$ cat src/rtl/seq_timer_pkg.sv
// seq_timer_pkg
//   Shared definitions for the micro-step sequencer and the control unit:
//   the sequencer FSM state encoding and the T0..T3 step codes.
package seq_timer_pkg;

    typedef enum logic [1:0] {
        ST_IDLE = 2'd0,
        ST_RUN  = 2'd1,
        ST_END  = 2'd2,
        ST_DONE = 2'd3
    } state_t;

    localparam logic [1:0] T0 = 2'b00;
    localparam logic [1:0] T1 = 2'b01;
    localparam logic [1:0] T2 = 2'b10;
    localparam logic [1:0] T3 = 2'b11;

    // Next micro-step; T3 wraps back to T0.
    function automatic logic [1:0] next_step(input logic [1:0] t);
        return t + 2'd1;
    endfunction

endpackage

$ cat src/rtl/seq_timer.sv
// seq_timer
//   Micro-step sequencer. After an accepted start it walks T0..T3 once per
//   pass for n_iter passes, then raises E for one cycle (END) and done for
//   one cycle (DONE) before returning to IDLE. All outputs are registered.
//
// Ports
//   clk      in   system clock, rising edge
//   rst      in   synchronous active-high reset
//   start    in   begin a run (sampled in IDLE only)
//   n_iter   in   pass count, captured on an accepted start
//   stall    in   freezes step / pass progress while in RUN
//   T        out  current micro-step (00=T0 .. 11=T3)
//   E        out  end-of-run strobe, high only in END
//   busy     out  high in RUN and END
//   done     out  one-cycle completion pulse
//   iter_cnt out  completed passes in the current run
module seq_timer
    import seq_timer_pkg::*;
#(
    parameter int unsigned ITER_W = 4
) (
    input  logic              clk,
    input  logic              rst,
    input  logic              start,
    input  logic [ITER_W-1:0] n_iter,
    input  logic              stall,
    output logic [1:0]        T,
    output logic              E,
    output logic              busy,
    output logic              done,
    output logic [ITER_W-1:0] iter_cnt
);

    state_t            state;
    logic [ITER_W-1:0] n_lat;
    logic [ITER_W-1:0] iter_next;

    assign iter_next = iter_cnt + 1'b1;

    always_ff @(posedge clk) begin
        if (rst) begin
            state    <= ST_IDLE;
            T        <= T0;
            E        <= 1'b0;
            busy     <= 1'b0;
            done     <= 1'b0;
            iter_cnt <= '0;
            n_lat    <= '0;
        end else begin
            case (state)
                ST_IDLE: begin
                    T    <= T0;
                    E    <= 1'b0;
                    done <= 1'b0;
                    busy <= 1'b0;
                    if (start) begin
                        n_lat    <= n_iter;
                        iter_cnt <= '0;
                        busy     <= 1'b1;
                        // A zero-pass run still issues the E strobe.
                        if (n_iter == '0) begin
                            state <= ST_END;
                            E     <= 1'b1;
                        end else begin
                            state <= ST_RUN;
                        end
                    end
                end
                ST_RUN: begin
                    if (!stall) begin
                        T <= next_step(T);
                        if (T == T3) begin
                            iter_cnt <= iter_next;
                            if (iter_next == n_lat) begin
                                state <= ST_END;
                                E     <= 1'b1;
                            end
                        end
                    end
                end
                ST_END: begin
                    T     <= T0;
                    E     <= 1'b0;
                    busy  <= 1'b0;
                    done  <= 1'b1;
                    state <= ST_DONE;
                end
                ST_DONE: begin
                    done  <= 1'b0;
                    state <= ST_IDLE;
                end
                default: begin
                    state <= ST_IDLE;
                end
            endcase
        end
    end

    a_e_done_excl: assert property (@(posedge clk) disable iff (rst) !(E && done));
    a_e_one_cycle: assert property (@(posedge clk) disable iff (rst) E |=> !E);
    a_busy_state:  assert property (@(posedge clk) disable iff (rst)
                                    busy == (state == ST_RUN || state == ST_END));
    a_e_in_end:    assert property (@(posedge clk) disable iff (rst) E == (state == ST_END));

endmodule

$ cat config.mk
export PLATFORM = sky130hd
export DESIGN_NAME = seq_timer
export DESIGN_NICKNAME = d
export VERILOG_FILES = /design/src/rtl/seq_timer_pkg.sv /design/src/rtl/seq_timer.sv
export SDC_FILE = /design/constraint.sdc
export NUM_CORES = 1
export LEC_CHECK = 0
export BUFFER_PORTS_ARGS = -buffer_cell sky130_fd_sc_hd__buf_2
export CAP_MARGIN = 0
export CORE_ASPECT_RATIO = 0.9
export CORE_UTILIZATION = 45
export CTS_CLUSTER_DIAMETER = 60
export CTS_CLUSTER_SIZE = 12
export DETAILED_ROUTE_END_ITERATION = 6
export PLACE_DENSITY = 0.67
export RECOVER_POWER = 100
export SKIP_LAST_GASP = 1
export SLEW_MARGIN = 10
export SYNTH_ARGS = -nofsm -noshare
export SYNTH_HDL_FRONTEND = slang
export SYNTH_SLANG_ARGS = --single-unit
$ cat constraint.sdc
create_clock -name clk -period 5.3 [get_ports clk]
set_input_delay 0 -clock clk [delete_from_list [all_inputs] [get_ports clk]]
set_output_delay 0 -clock clk [all_outputs]
set_load 0.005 [all_outputs]
==> results.yml <==
yosys:
  synth_compound_gate_area_share_pct: 17.8
  syn_area_per_cell_um2: 8.59
  ys.flop_type: "dfxtp_1"
  synthXorXnorAreaFrac_pct: 6.84
  synth_mux_area_share_pct: 3.71
  async_reset_ff_share_pct: 0
  synth.net_count: 113
  synth_area_um2: 842
  seq_area_frac_synth_pct: 35.7
  synthSimpleGateAreaFrac_pct: 21.0
  synth_top_family_by_area: "simple AND/OR/NAND/NOR gates"
  synth_edf_count: 0
  syn_inst: 98
  ys_ff_latch: 15
  ys_warn_count: 0
  synthAdderAreaFrac_pct: 10.4
  ys_types: 34
cts:
  holdBufCountCts: 4
  post_cts_buffers: 0
  cts-buffers-inserted: 3
  cts_resized: 0
  htreeDepth: 1
  clockBufferDepth: 2
  worstSkewPairLatency_ns: 0.28
  clk_pin_slew_ns: 0.10
  clock_sinks: 15
  cts_tree: "done"
  cts-root-buf: "clkbuf_4"
timing:
  maxSlewHeadroom_pct: 63.8
  tns_ns: 0
  period_share_pct: 36.0
  max_clock_freq_ghz: 0.524
  setup_viol: 0
  finalHoldViolCount: 0
  maxSlewViolCount: 0
  timing.final.ws_setup_ns: 3.39
  fin_worst_skew_ns: 0.00354
  rsz0062_at_grt: "no"
  period_needed_ns: 1.91
  tightest_slew_ns: 0.538
die:
  coreArea_um2: 1720
  die_area_um2: 2050
  start_util_pct: 49.1
  placementRows: 14
  die_w_um: 47.6
  die_h_um: 43.0
  ios: 17
final_layout:
  syn2layout_area_growth_pct: 18.7
  regArea_um2: 300
  fill_cells: 182
  final_nets: 134
  antenna_cells: 0
  final_cell_area_um2: 1000
  post-route-util_pct: 58.2
  drive_above_1_share_pct: 16.1
  multi_input_area_um2: 503
placement:
  place_area_um2: 936
  post-place-ws_ns: 3.43
  dp_hpwl_um: 1210
  portBuffers: 16
  routabilityCongestion: 0.724
route:
  wl_per_cell_um: 11.8
  drc: 0
  dr.pass1.iters: 4
  final_antenna_net_count: 0
  routed_wl_um: 1680
  num_vias: 771
  drt_iter0_markers: 17
  vias_per_cell: 5.43
flow_run:
  maxCapViolCount: 0
grt:
  track_usage_pct: 19.2
  grt_first_pass_wirelength_um: 2790
  grt_pass1_vias: 670
  grt-ovfl-total: 0
  grt_max_degree: 18
  antenna_found_initial: 0
pwr:
  leakagePower_nw: 0.427
  pwr_density_cell_nw_per_um2: 351
  irDropWorstVdd_mv: 0.151
worst_setup_path:
  cp-startpoint: "iter_cnt[0]$_SDFFE_PP0P_"
  critical-path-slowest-cell: "or4_1"
  worstSetupEndpoint: "state[1]$_SDFFE_PP0P_"
  cp-start-kind: "flip-flop"
  r2r-end: "state[1]$_SDFFE_PP0P_"
  r2r_start: "iter_cnt[0]$_SDFFE_PP0P_"
  path_cells: "ha_1 > xnor2_1 > nand3_1 > o21a_1 > or4_1 > o31ai_1"
  worst_ep_arrival_time_ns: 2.10
  cpPeakStageDelay_ns: 0.47
  path_class: "reg -> reg"
  worst_ep_required_time_ns: 5.50
  crit_fanout: 6
  cp-end-kind: "flip-flop"
  r2r_setup_slack_ns: 3.39
  reg2reg_depth: 6
run_status:
  outcome: "finished clean"
worst_hold_path:
  hold_path.class: "in -> reg"
## critical path: cells and delay by family, from the launching register on
family	cells	cell delay [ns]
adders and majority gates	1	0.30
AOI/OAI and AO/OA	2	0.30
and+or+nand+nor	2	0.62
DFF	1	0.46
xor gates and xnor gates	1	0.14
## registers in the layout, indices dropped and copies added (netlist names)
register,count
E,1
n_lat,4
done,1
state,2
busy,1
iter_cnt,4
T,2
## synth_stat cells (2+ instances only)
cell	instances	share of area, %
o21ai_0	4	2.4
clkbuf_1	3	1.3
a21oi_1	10	5.9
nor4_1	2	1.5
nand2_1	8	3.6
nand2b_1	2	1.5
mux2i_1	2	2.4
inv_1	6	2.7
xor2_1	2	2.1
nor3_1	3	1.8
ha_1	7	10
dfxtp_1	15	36
o31ai_1	2	1.8
nand3_1	6	3.6
xnor2_1	2	2.1
nor2_1	6	2.7
## metal layers
layer | part of all wire [%] | wire length (µm) | up-vias | global-route usage, %
met5 | 0 | 0 | - | 0
met4 | 1.8 | 31 | 0 | 10.0
met3 | 4.5 | 76 | 5 | 4.26
met2 | 42 | 700 | 20 | 27.4
met1 | 52 | 873 | 355 | 26.5
li1 | - | - | 391 | -
## area by class of cell
| cell class | count | share of cell area [%] |
|---|---|---|
| clock buffers | 3 | 2.25 |
| clock inverters | 1 | 0.501 |
| inverters | 6 | 2.25 |
| multi-input cells | 73 | 50.3 |
| flip-flops and latches | 15 | 30.0 |
| well taps | 24 | 3.00 |
| repair buffers | 20 | 11.6 |
## cells by family (layout without fill, tap and decap cells)
group	after synthesis	in the layout
and+or+nand+nor	34	34
AOI/OAI and AO/OA	24	24
adders and majority gates	7	7
buffers and inverters	10	30
muxes	3	3
xor gates and xnor gates	5	5
DFF	15	15
## cell usage in the layout (no fill, tap or decap), drive strengths merged
master and n:
dfxtp 15, buf 13, a21oi 10, nand2 8, ha 7, inv 6
nand3 6, nor2 6, clkbuf 6, o21ai 4, dlygate4sd3 4, nor3 3
nand2b 2, xor2 2, xnor2 2, nor4 2, mux2i 2, o31ai 2
a22o 1, nor3b 1, nor2b 1, a22oi 1, xnor3 1, o21a 1
or4 1, and2 1, a211o 1, or3 1, a32oi 1, mux2 1
nand4b 1, a31oi 1, o311a 1, a211oi 1, nor4b 1, clkinv 1
## power by group
part           total (mW)  internal, mW  switching [mW]
Combinational       0.139        0.0589          0.0802
Sequential          0.145         0.130          0.0151
Clock              0.0671        0.0280          0.0390
## per-stage QoR
| stage | instances | hold WS [ns] | power, mW |
|---|---|---|---|
| finish | 142 | 0.0192 | 0.351 |
| global route | 142 | 0.0299 | 0.379 |
| CTS | 142 | 0.0218 | 0.354 |
| detailed placement | 134 | 0.277 | 0.286 |
| global placement | 134 | 0.275 | 0.285 |
| floorplan | 98 | 0.147 | 0.251 |
## how the worst min path moves through the flow
stage	from	endpoint	depth (start not counted)
after floorplan	n_iter[2]	n_lat[2]$_SDFFE_PP0P_	2
after global placement	n_iter[0]	n_lat[0]$_SDFFE_PP0P_	3
after detailed placement	n_iter[1]	n_lat[1]$_SDFFE_PP0P_	3
after CTS	stall	T[1]$_SDFFE_PP0P_	3
after global routing	stall	T[1]$_SDFFE_PP0P_	3
final	stall	T[1]$_SDFFE_PP0P_	3
No activity file was read; power rests on OpenSTA's default activity.
